`config.mk`:
```
export PLATFORM = sky130hd
export DESIGN_NAME = hack_vga_scanout
export DESIGN_NICKNAME = d
export VERILOG_FILES = /design/src/rtl/hack_vga_pkg.sv /design/src/rtl/vga_timing_gen.sv /design/src/rtl/hack_vga_scanout.sv
export SDC_FILE = /design/constraint.sdc
export NUM_CORES = 1
export LEC_CHECK = 0
export BUFFER_PORTS_ARGS = -buffer_cell sky130_fd_sc_hd__clkbuf_2
export CAP_MARGIN = 5
export CORE_UTILIZATION = 30
export DETAILED_ROUTE_END_ITERATION = 6
export PLACE_DENSITY_LB_ADDON = 0.05
export RECOVER_POWER = 100
export SLEW_MARGIN = 0
export SYNTH_ARGS = -nofsm -noshare
export SYNTH_HDL_FRONTEND = slang
export SYNTH_HIERARCHICAL = 1
export SYNTH_SLANG_ARGS = --single-unit
```
`constraint.sdc`:
```
create_clock -name clk -period 3.7 [get_ports clk]
set_clock_uncertainty 0.2 [all_clocks]
set_input_delay 0 -clock clk [delete_from_list [all_inputs] [get_ports clk]]
set_output_delay 0 -clock clk [all_outputs]
set_load 0.03 [all_outputs]
```
`src/rtl/hack_vga_pkg.sv`:
```
// Shared constants for the Hack VGA scanout: 640x480@60 timing, the centred
// 512x256 1-bpp window, colours and a small range helper.
// Optional build macro: HACK_VGA_BORDER_EN (red 1-pixel ring around the window).
package hack_vga_pkg;

  localparam int H_ACTIVE = 640;
  localparam int H_FP     = 16;
  localparam int H_SYNC   = 96;
  localparam int H_BP     = 48;
  localparam int V_ACTIVE = 480;
  localparam int V_FP     = 10;
  localparam int V_SYNC   = 2;
  localparam int V_BP     = 33;
  localparam int X_OFFSET = 64;
  localparam int Y_OFFSET = 112;

  localparam int H_TOTAL = H_ACTIVE + H_FP + H_SYNC + H_BP;  // 800
  localparam int V_TOTAL = V_ACTIVE + V_FP + V_SYNC + V_BP;  // 525

  localparam int WIN_W         = 512;
  localparam int WIN_H         = 256;
  localparam int WORDS_PER_ROW = 32;
  localparam int WORD_W        = 16;
  localparam int CNT_W         = 10;
  localparam int ADDR_W        = 13;

  localparam logic [2:0] FG_COLOR     = 3'b000;
  localparam logic [2:0] BG_COLOR     = 3'b111;
  localparam logic [2:0] BLANK_COLOR  = 3'b000;
  localparam logic [2:0] BORDER_COLOR = 3'b100;

  // Half-open range test lo <= x < hi on raster coordinates.
  function automatic logic in_span(input logic [CNT_W-1:0] x,
                                   input logic [CNT_W-1:0] lo,
                                   input logic [CNT_W-1:0] hi);
    return (x >= lo) && (x < hi);
  endfunction

endpackage

```
`src/rtl/vga_timing_gen.sv`:
```
// Raster counters plus combinational decode of sync, active area and window.
// Consumers register everything they drive off-chip.
import hack_vga_pkg::*;

module vga_timing_gen #(
  parameter int H_ACTIVE_P = H_ACTIVE,
  parameter int H_FP_P     = H_FP,
  parameter int H_SYNC_P   = H_SYNC,
  parameter int H_BP_P     = H_BP,
  parameter int V_ACTIVE_P = V_ACTIVE,
  parameter int V_FP_P     = V_FP,
  parameter int V_SYNC_P   = V_SYNC,
  parameter int V_BP_P     = V_BP,
  parameter int X_OFFSET_P = X_OFFSET,
  parameter int Y_OFFSET_P = Y_OFFSET
) (
  input  logic             clk,
  input  logic             reset,
  input  logic             clk_locked,
  output logic [CNT_W-1:0] h_cnt,
  output logic [CNT_W-1:0] v_cnt,
  output logic             active,
  output logic             hsync_n,
  output logic             vsync_n,
  output logic             win_x,
  output logic             win_y
);

  localparam logic [CNT_W-1:0] H_LAST_L   = CNT_W'(H_ACTIVE_P + H_FP_P + H_SYNC_P + H_BP_P - 1);
  localparam logic [CNT_W-1:0] V_LAST_L   = CNT_W'(V_ACTIVE_P + V_FP_P + V_SYNC_P + V_BP_P - 1);
  localparam logic [CNT_W-1:0] H_ACT_L    = CNT_W'(H_ACTIVE_P);
  localparam logic [CNT_W-1:0] V_ACT_L    = CNT_W'(V_ACTIVE_P);
  localparam logic [CNT_W-1:0] HS_BEG_L   = CNT_W'(H_ACTIVE_P + H_FP_P);
  localparam logic [CNT_W-1:0] HS_END_L   = CNT_W'(H_ACTIVE_P + H_FP_P + H_SYNC_P);
  localparam logic [CNT_W-1:0] VS_BEG_L   = CNT_W'(V_ACTIVE_P + V_FP_P);
  localparam logic [CNT_W-1:0] VS_END_L   = CNT_W'(V_ACTIVE_P + V_FP_P + V_SYNC_P);
  localparam logic [CNT_W-1:0] X_BEG_L    = CNT_W'(X_OFFSET_P);
  localparam logic [CNT_W-1:0] X_END_L    = CNT_W'(X_OFFSET_P + WIN_W);
  localparam logic [CNT_W-1:0] Y_BEG_L    = CNT_W'(Y_OFFSET_P);
  localparam logic [CNT_W-1:0] Y_END_L    = CNT_W'(Y_OFFSET_P + WIN_H);

  logic [CNT_W-1:0] h_cnt_r;
  logic [CNT_W-1:0] v_cnt_r;

  // Advance the raster; a lost pixel clock parks both counters at the origin.
  always_ff @(posedge clk or negedge reset) begin
    if (!reset) begin
      h_cnt_r <= {CNT_W{1'b0}};
      v_cnt_r <= {CNT_W{1'b0}};
    end else if (!clk_locked) begin
      h_cnt_r <= {CNT_W{1'b0}};
      v_cnt_r <= {CNT_W{1'b0}};
    end else if (h_cnt_r == H_LAST_L) begin
      h_cnt_r <= {CNT_W{1'b0}};
      if (v_cnt_r == V_LAST_L) begin
        v_cnt_r <= {CNT_W{1'b0}};
      end else begin
        v_cnt_r <= v_cnt_r + {{(CNT_W-1){1'b0}}, 1'b1};
      end
    end else begin
      h_cnt_r <= h_cnt_r + {{(CNT_W-1){1'b0}}, 1'b1};
    end
  end

  assign h_cnt   = h_cnt_r;
  assign v_cnt   = v_cnt_r;
  assign active  = (h_cnt_r < H_ACT_L) && (v_cnt_r < V_ACT_L);
  assign hsync_n = !in_span(h_cnt_r, HS_BEG_L, HS_END_L);
  assign vsync_n = !in_span(v_cnt_r, VS_BEG_L, VS_END_L);
  assign win_x   = in_span(h_cnt_r, X_BEG_L, X_END_L);
  assign win_y   = in_span(v_cnt_r, Y_BEG_L, Y_END_L);

endmodule

```
`src/rtl/hack_vga_scanout.sv`:
```
// Hack screen scanout: fetches 16-bit screen words one window-word ahead,
// serialises them LSB-first and drives registered VGA pins.
// Optional build macro: HACK_VGA_BORDER_EN (red ring just outside the window).
import hack_vga_pkg::*;

module hack_vga_scanout #(
  parameter int H_ACTIVE_P = H_ACTIVE,
  parameter int H_FP_P     = H_FP,
  parameter int H_SYNC_P   = H_SYNC,
  parameter int H_BP_P     = H_BP,
  parameter int V_ACTIVE_P = V_ACTIVE,
  parameter int V_FP_P     = V_FP,
  parameter int V_SYNC_P   = V_SYNC,
  parameter int V_BP_P     = V_BP,
  parameter int X_OFFSET_P = X_OFFSET,
  parameter int Y_OFFSET_P = Y_OFFSET
) (
  input  logic              clk,
  input  logic              reset,
  input  logic              clk_locked,
  output logic [ADDR_W-1:0] mem_addr,
  output logic              mem_rd,
  input  logic [WORD_W-1:0] mem_data,
  output logic              vga_hsync,
  output logic              vga_vsync,
  output logic [2:0]        vga_rgb,
  output logic              frame_start
);

  // The read strobe must be high at X_OFFSET-2+16k, so it is set one edge earlier.
  localparam logic [CNT_W-1:0] FETCH_BEG_L = CNT_W'(X_OFFSET_P - 3);
  localparam logic [CNT_W-1:0] FETCH_SPAN_L = CNT_W'(WIN_W);
  localparam logic [CNT_W-1:0] Y_BEG_L = CNT_W'(Y_OFFSET_P);

  logic [CNT_W-1:0]  h_cnt_s;
  logic [CNT_W-1:0]  v_cnt_s;
  logic              active_s;
  logic              hsync_n_s;
  logic              vsync_n_s;
  logic              win_x_s;
  logic              win_y_s;
  logic              win_s;
  logic              border_s;
  logic [CNT_W-1:0]  fetch_off_s;
  logic              fetch_hit_s;
  logic [7:0]        row_s;
  logic [4:0]        word_s;
  logic [2:0]        rgb_s;

  logic              mem_rd_r;
  logic [ADDR_W-1:0] mem_addr_r;
  logic              rd_d_r;
  logic [WORD_W-1:0] shift_r;
  logic              hsync_r;
  logic              vsync_r;
  logic [2:0]        rgb_r;
  logic              frame_start_r;

  vga_timing_gen #(
    .H_ACTIVE_P (H_ACTIVE_P), .H_FP_P (H_FP_P), .H_SYNC_P (H_SYNC_P), .H_BP_P (H_BP_P),
    .V_ACTIVE_P (V_ACTIVE_P), .V_FP_P (V_FP_P), .V_SYNC_P (V_SYNC_P), .V_BP_P (V_BP_P),
    .X_OFFSET_P (X_OFFSET_P), .Y_OFFSET_P (Y_OFFSET_P)
  ) u_timing (
    .clk        (clk),
    .reset      (reset),
    .clk_locked (clk_locked),
    .h_cnt      (h_cnt_s),
    .v_cnt      (v_cnt_s),
    .active     (active_s),
    .hsync_n    (hsync_n_s),
    .vsync_n    (vsync_n_s),
    .win_x      (win_x_s),
    .win_y      (win_y_s)
  );

  assign win_s       = win_x_s && win_y_s;
  assign fetch_off_s = h_cnt_s - FETCH_BEG_L;
  assign fetch_hit_s = win_y_s && (h_cnt_s >= FETCH_BEG_L) &&
                       (fetch_off_s < FETCH_SPAN_L) && (fetch_off_s[3:0] == 4'd0);
  assign row_s       = 8'(v_cnt_s - Y_BEG_L);
  assign word_s      = 5'(fetch_off_s >> 4);

`ifdef HACK_VGA_BORDER_EN
  localparam logic [CNT_W-1:0] BX_LO_L = CNT_W'(X_OFFSET_P - 1);
  localparam logic [CNT_W-1:0] BX_HI_L = CNT_W'(X_OFFSET_P + WIN_W);
  localparam logic [CNT_W-1:0] BY_LO_L = CNT_W'(Y_OFFSET_P - 1);
  localparam logic [CNT_W-1:0] BY_HI_L = CNT_W'(Y_OFFSET_P + WIN_H);
  assign border_s =
    (((h_cnt_s == BX_LO_L) || (h_cnt_s == BX_HI_L)) && (v_cnt_s >= BY_LO_L) && (v_cnt_s <= BY_HI_L)) ||
    (((v_cnt_s == BY_LO_L) || (v_cnt_s == BY_HI_L)) && (h_cnt_s >= BX_LO_L) && (h_cnt_s <= BX_HI_L));
`else
  assign border_s = 1'b0;
`endif

  // Issue one screen-word read per 16 window pixels, only on window lines.
  always_ff @(posedge clk or negedge reset) begin
    if (!reset) begin
      mem_rd_r   <= 1'b0;
      mem_addr_r <= {ADDR_W{1'b0}};
      rd_d_r     <= 1'b0;
    end else if (!clk_locked) begin
      mem_rd_r   <= 1'b0;
      mem_addr_r <= {ADDR_W{1'b0}};
      rd_d_r     <= 1'b0;
    end else begin
      mem_rd_r <= fetch_hit_s;
      rd_d_r   <= mem_rd_r;
      if (fetch_hit_s) begin
        mem_addr_r <= {row_s, word_s};
      end else begin
        mem_addr_r <= mem_addr_r;
      end
    end
  end

  // Load returned data only in the cycle after a read; otherwise shift LSB-first in the window.
  always_ff @(posedge clk or negedge reset) begin
    if (!reset) begin
      shift_r <= {WORD_W{1'b0}};
    end else if (!clk_locked) begin
      shift_r <= {WORD_W{1'b0}};
    end else if (rd_d_r) begin
      shift_r <= mem_data;
    end else if (win_s) begin
      shift_r <= {1'b0, shift_r[WORD_W-1:1]};
    end else begin
      shift_r <= shift_r;
    end
  end

  // Pixel colour for the current raster position.
  always_comb begin
    rgb_s = BLANK_COLOR;
    if (!active_s) begin
      rgb_s = BLANK_COLOR;
    end else if (win_s) begin
      rgb_s = shift_r[0] ? FG_COLOR : BG_COLOR;
    end else if (border_s) begin
      rgb_s = BORDER_COLOR;
    end else begin
      rgb_s = BG_COLOR;
    end
  end

  // Register all VGA outputs together so sync and colour stay aligned.
  always_ff @(posedge clk or negedge reset) begin
    if (!reset) begin
      hsync_r       <= 1'b1;
      vsync_r       <= 1'b1;
      rgb_r         <= 3'b000;
      frame_start_r <= 1'b0;
    end else if (!clk_locked) begin
      hsync_r       <= 1'b1;
      vsync_r       <= 1'b1;
      rgb_r         <= 3'b000;
      frame_start_r <= 1'b0;
    end else begin
      hsync_r       <= hsync_n_s;
      vsync_r       <= vsync_n_s;
      rgb_r         <= rgb_s;
      frame_start_r <= (h_cnt_s == {CNT_W{1'b0}}) && (v_cnt_s == {CNT_W{1'b0}});
    end
  end

  assign mem_rd      = mem_rd_r;
  assign mem_addr    = mem_addr_r;
  assign vga_hsync   = hsync_r;
  assign vga_vsync   = vsync_r;
  assign vga_rgb     = rgb_r;
  assign frame_start = frame_start_r;

endmodule

```
# Word level (Yosys, flattened, before mapping)
# Cells that the tools add are included.
# totals
ff_bits,57
in_bits,19
output_inout_bits,20
# classes
addsub,4
magnitude_cmp,12
n_eq_ne,5
n_mux,19
reduce_logical,15
# op_table
operator,count
10-bit 2-to-1 mux,5
16-bit 2-to-1 mux,3
"10-bit < comparator, second input constant",4
"10-bit by 9-bit < comparator with 1-bit output, second input constant",3
13-bit 2-to-1 mux,2
"10-bit by 1-bit adder with 10-bit output, second input constant",2
"10-bit == test, second input constant",2
"10-bit by 7-bit >= comparator with 1-bit output, second input constant",2
10-bit zero test,2
3-bit 2-to-1 mux,4
"10-bit >= comparator, second input constant",1
"10-bit by 6-bit >= comparator with 1-bit output, second input constant",1
"10-bit by 9-bit >= comparator with 1-bit output, second input constant",1
1-bit logical AND,10
"10-bit by 6-bit subtractor with 10-bit output, second input constant",1
"8-bit by 7-bit subtractor with 8-bit output, second input constant",1
1-bit 2-to-1 mux,5
4-bit zero test,1
"2-bit by 1-bit inequality test with 1-bit output, second input constant",2
"3-bit by 1-bit inequality test with 1-bit output, second input constant",1
1-bit zero test,2

# Longest topological paths before layout
# logic_depth
ltp_word,7
depth_mapped,9
ltp_nobuf,7

# Hierarchy
# Netlist, hierarchy kept.
# modules_own_cells
mod,instances,cells_per_inst,area_per_inst_um2,seq_area_each_um2
hack_vga_scanout,1,151,1687.9,878.3
vga_timing_gen,1,127,1149.9,500.5

# Least setup slack after synthesis
# No wires, ideal clock.
# synth_timing
kind,register -> register
startpoint,"register u_timing.h_cnt_r[5], in the netlist u_timing/h_cnt[5]"
endpoint,"register u_timing.v_cnt_r[3], in the netlist u_timing/v_cnt[3]"
setup_time_ps,76
t_arrival_ps,2038
required_ps,3424
slack_ps,1386
stages_incl_launch_ff,6
path_buffers,1
path_cell_list,dfrtp_1 or4b_4 or3_1 buf_2 or4_1 o21ai_1
# synth_between
elab_chain_len,2
# synth_rtl
item,line_no,source
"start, declared",vga_timing_gen.sv:42,logic [CNT_W-1:0] h_cnt_r;
"start signal, assigned",vga_timing_gen.sv:48,h_cnt_r <= {CNT_W{1'b0}};
"start signal, assigned",vga_timing_gen.sv:51,h_cnt_r <= {CNT_W{1'b0}};
"start signal, assigned",vga_timing_gen.sv:54,h_cnt_r <= {CNT_W{1'b0}};
10-bit == test,vga_timing_gen.sv:53,end else if (h_cnt_r == H_LAST_L) begin
2-bit by 1-bit inequality test with 1-bit output (no line),n/a,
"end signal, assigned",vga_timing_gen.sv:52,v_cnt_r <= {CNT_W{1'b0}};
"end signal, assigned",vga_timing_gen.sv:56,v_cnt_r <= {CNT_W{1'b0}};
"end signal, assigned",vga_timing_gen.sv:58,"v_cnt_r <= v_cnt_r + {{(CNT_W-1){1'b0}}, 1'b1};"
"end, declared",vga_timing_gen.sv:43,logic [CNT_W-1:0] v_cnt_r;
# Every way passes these cells.
# A chain may end at the register's enable or synchronous reset.

# Final worst setup path
# layout_timing
startpoint,"register u_timing.v_cnt_r[5], in the netlist u_timing/v_cnt[5]"
endpoint,register shift_r[14]
# layout_between
elab_chain_len,4
word_cells_on_any_way,5
cone_classes,order compare (2); eq/ne (1); reduce/logical (2)
# layout_rtl
item,line_no,source
"start signal, assigned",vga_timing_gen.sv:49,v_cnt_r <= {CNT_W{1'b0}};
"start signal, assigned",vga_timing_gen.sv:52,
"start signal, assigned",vga_timing_gen.sv:56,
10-bit by 7-bit >= comparator with 1-bit output / 10-bit by 9-bit < comparator with 1-bit output (equally long branches),hack_vga_pkg.sv:36,return (x >= lo) && (x < hi);
1-bit logical AND *,hack_vga_pkg.sv:36,
named net win_y_s,hack_vga_scanout.sv:41,logic win_y_s;
1-bit logical AND *,hack_vga_scanout.sv:76,assign win_s = win_x_s && win_y_s;
3-bit by 1-bit inequality test with 1-bit output (no line) *,n/a,
"end signal, assigned",hack_vga_scanout.sv:119,shift_r <= {WORD_W{1'b0}};
"end signal, assigned",hack_vga_scanout.sv:121,shift_r <= {WORD_W{1'b0}};
"end signal, assigned",hack_vga_scanout.sv:123,shift_r <= mem_data;
"end, declared",hack_vga_scanout.sv:53,logic [WORD_W-1:0] shift_r;
# Mark *: on every way through the listed nets, which the timed path passes. The rest lies on a longest branch.

==> run summary <==
Starting DRC count in detailed routing = 70
Crit-path slowest cell = clkbuf_1
Buf/Inv on CP = 1
Max-Cap Viols = 0
Startpoint Class = flop
Arrival @ worst endpoint = 2820 ps
Syn Nets = 303
Area Overhead vs Synth = 18.3%
ANT cells = 0
Clk Latency, worst-skew pair = 310 ps
Yosys cell types = 43
Clk sinks = 55
Design Area, Final = 3360 µm²
Power Density = 312 nW/µm²
Top FF cell, synth = dfrtp_1
Grt total ovfl = 0
Ys async rst share = 1.00
Via/cell ratio = 5.03
Sequential fraction of the synthesis area = 0.486
Nets = 355
FF-to-FF End = shift_r[14]
Final setup margin = 887 ps
Largest net degree at the start of global routing = 34
Synth Area in Simple Gates = 0.172
Horiz. Die Dim = 99.3 µm
Mux cell area share after synthesis = 0.0569
CP delay by family, top = buffers and inverters
Root buf cell = clkbuf_8
Synth top area share = 0.467
Rel. slew slack = 0.0283
Hold Crit Class = in -> reg
CP endpoint kind = flop
Drt first pass iters = 4
Status = completed
Avg WL per Cell = 15.7 µm
Initial antenna violation count = 0
WHS Path Cells = 2
Setup violators final = 0
Share of cells above drive strength 1 = 0.0997
Synth Area in XOR/XNOR = 0.0494
Core Footprint = 9200 µm²
Rows = 35
Cells along the critical path = a31oi_1 -> xor2_1 -> nor2_1 -> nand2_1 -> and3b_1 -> clkbuf_1 -> nor2_1 -> a22o_1
Leak Pwr = 1.41 nW
Vias = 2225
Placed cell area = 3130 µm²
GP Congestion = 0.822
Htree depth = 2
Tcrit/Tclk final = 0.760
PostCTS Resize Cnt = 0
Unrepaired setup endpoints after global routing = false
Pin slew with the least headroom to its limit = 1460 ps
Die area = 9850 µm²
Adder-cell share of the synthesized area = 0.0265
Most used cell, CP = nor2_1
Critical path required time = 3710 ps
Final Hold Vio Count = 0
Critical R2R Launch = u_timing/v_cnt[5]
Worst R2R Path Depth = 8
Die height = 99.3 µm
Netlist Area Pre-Place = 2840 µm²
Largest family of logic cells by synthesized area = simple AND/OR/NAND/NOR gates
Vias in the first global route = 2230
Post-route ant nets = 0
Ys Warns = 6
Maximum clock path buffer count = 2
Critical path class = reg -> reg
Crit Path Max Fanout = 30
First-pass GRT wire length = 11700 µm
Synth area leader = dfrtp_1
Hold Slack = 127 ps
Starting density of the core = 0.309
Reg clk slew, reported paths = 100 ps
Synth Area in Compound Gates = 0.166
Port-buffer cells = 38
Syn Inst Count = 278
Register bit total from synthesis = 55
R2r setup slk = 890 ps
Fmax = 355 MHz
VDD IR max = 0.123 mV
Number of flops mapped to enable cells by yosys = 0
I/O Pins = 39
Fin crit period = 2810 ps
Wirelength, routed = 6960 µm
Final Max Slew Viols = 0
Synth area leaders = dfrtp_1, a22o_1, mux2i_1, nor2_1, xnor2_1
Avg Cell Area, Syn = 10.2 µm²
Pre-CTS WS = 1090 ps
Gr usage total = 0.152
CTS Buf Count = 5
Hpwl dp = 4650 µm
Hold Path End = vga_hsync
Hold Path Origin = clk_locked
Drt drc = 0
Setup_tns = 0 ps
CTS tree = built
CP max stage delay = 890 ps
cells in the final DEF (no fill, tap or decap), types with 2 or more instances in the layout:
cell           instances
nand3_1                8
or3_1                  4
xnor2_1                9
dlygate4sd3_1         17
and2_1                 3
o21ai_0               12
o31a_1                 2
dfstp_2                2
nor4_1                 5
nand4_1                4
clkbuf_2              18
nand2_1               18
o211ai_1               4
ha_1                   6
a21o_1                 2
or4_1                  3
nor2_1                27
inv_1                 12
a31oi_1                2
nor3_1                 9
o31ai_1                5
dfrtp_1               53
clkbuf_1              24
buf_4                  2
mux2i_1               15
and2_0                 3
a22o_1                28
clkbuf_8               6
nand2b_1               5
a21oi_1                3
xor2_1                 7
kinds of logic after synthesis:
group / Yosys count
simple gates: 96
compound gates: 62
flops: 55
buf+inv: 27
xor+xnor: 16
mux: 16
fa+ha+maj: 6
timing repair:
item / CTS / global route
hold buffers: 17 / 0
hold endpoints to repair: 39 / 0
setup buffers: 0 / 0
state kept, by name (all words and copies together), names as in the netlist:
signal          count
mem_rd              1
u_timing/h_cnt     10
rd_d_r              1
vga_hsync           1
u_timing/v_cnt     10
shift_r            16
vga_rgb             1
vga_vsync           1
frame_start         1
mem_addr           13
power by group:
part | switching, W | leakage [nW] | internal, W
combinational | 0.0000468 | 0.603 | 0.0000281
clock | 0.000206 | 0.0484 | 0.000154
sequential | 0.00000606 | 0.756 | 0.000605
total | 0.000259 | 1.41 | 0.000787
layout make-up:
class,count,area [µm²]
Fill cell,951,5840
Sequential cell,55,1380
Multi-Input combinational cell,196,1340
Timing Repair Buffer,60,362
Tap cell,111,139
Clock buffer,7,86.3
Inverter,12,45.0
Clock inverter,1,8.76
through the flow:
step                power, W   util  std cells
detailed placement  0.000689  0.340        417
floorplan           0.000653      -        278
finish               0.00105  0.365        442
global route         0.00110  0.365        442
global placement    0.000688  0.340        417
CTS                  0.00107  0.369        442
cell usage after synthesis (5+ instances only):
cell type and number:
clkbuf_1 7, nor4_1 5, nor3_1 9, xor2_1 7, mux2i_1 15, a22o_1 28, and2_1 6, inv_1 12
nand2_1 18, dfrtp_1 53, o31ai_1 5, nand3_1 8, nand2b_1 5, ha_1 6, nor2_1 27, xnor2_1 9
o21ai_0 9
worst reg2reg max path, cell delays in order (launching register included):
cell,delay (ps)
dfrtp_1,500
a31oi_1,240
xor2_1,150
nor2_1,110
nand2_1,110
and3b_1,150
clkbuf_1,890
nor2_1,130
a22o_1,220
how the worst max path moves through the flow:
stage	from	cells past startpoint	endpoint
after floorplan	u_timing/h_cnt[5]	5	u_timing/v_cnt[3]
after global placement	u_timing/v_cnt[6]	7	mem_addr[8]
after detailed placement	u_timing/v_cnt[6]	7	mem_addr[8]
after CTS	u_timing/v_cnt[6]	7	mem_addr[4]
after global routing	u_timing/v_cnt[5]	8	shift_r[13]
final	u_timing/v_cnt[5]	8	shift_r[14]
layer usage:
| layer | vias up | track usage | wire length [µm] |
|---|---|---|---|
| met5 | - | 0 | 0 |
| met4 | 0 | 0.0419 | 63 |
| met3 | 8 | 0.0239 | 203 |
| met2 | 46 | 0.247 | 3250 |
| met1 | 1063 | 0.209 | 3440 |
| li1 | 1108 | - | - |
No activity file was read; power rests on OpenSTA's default activity.
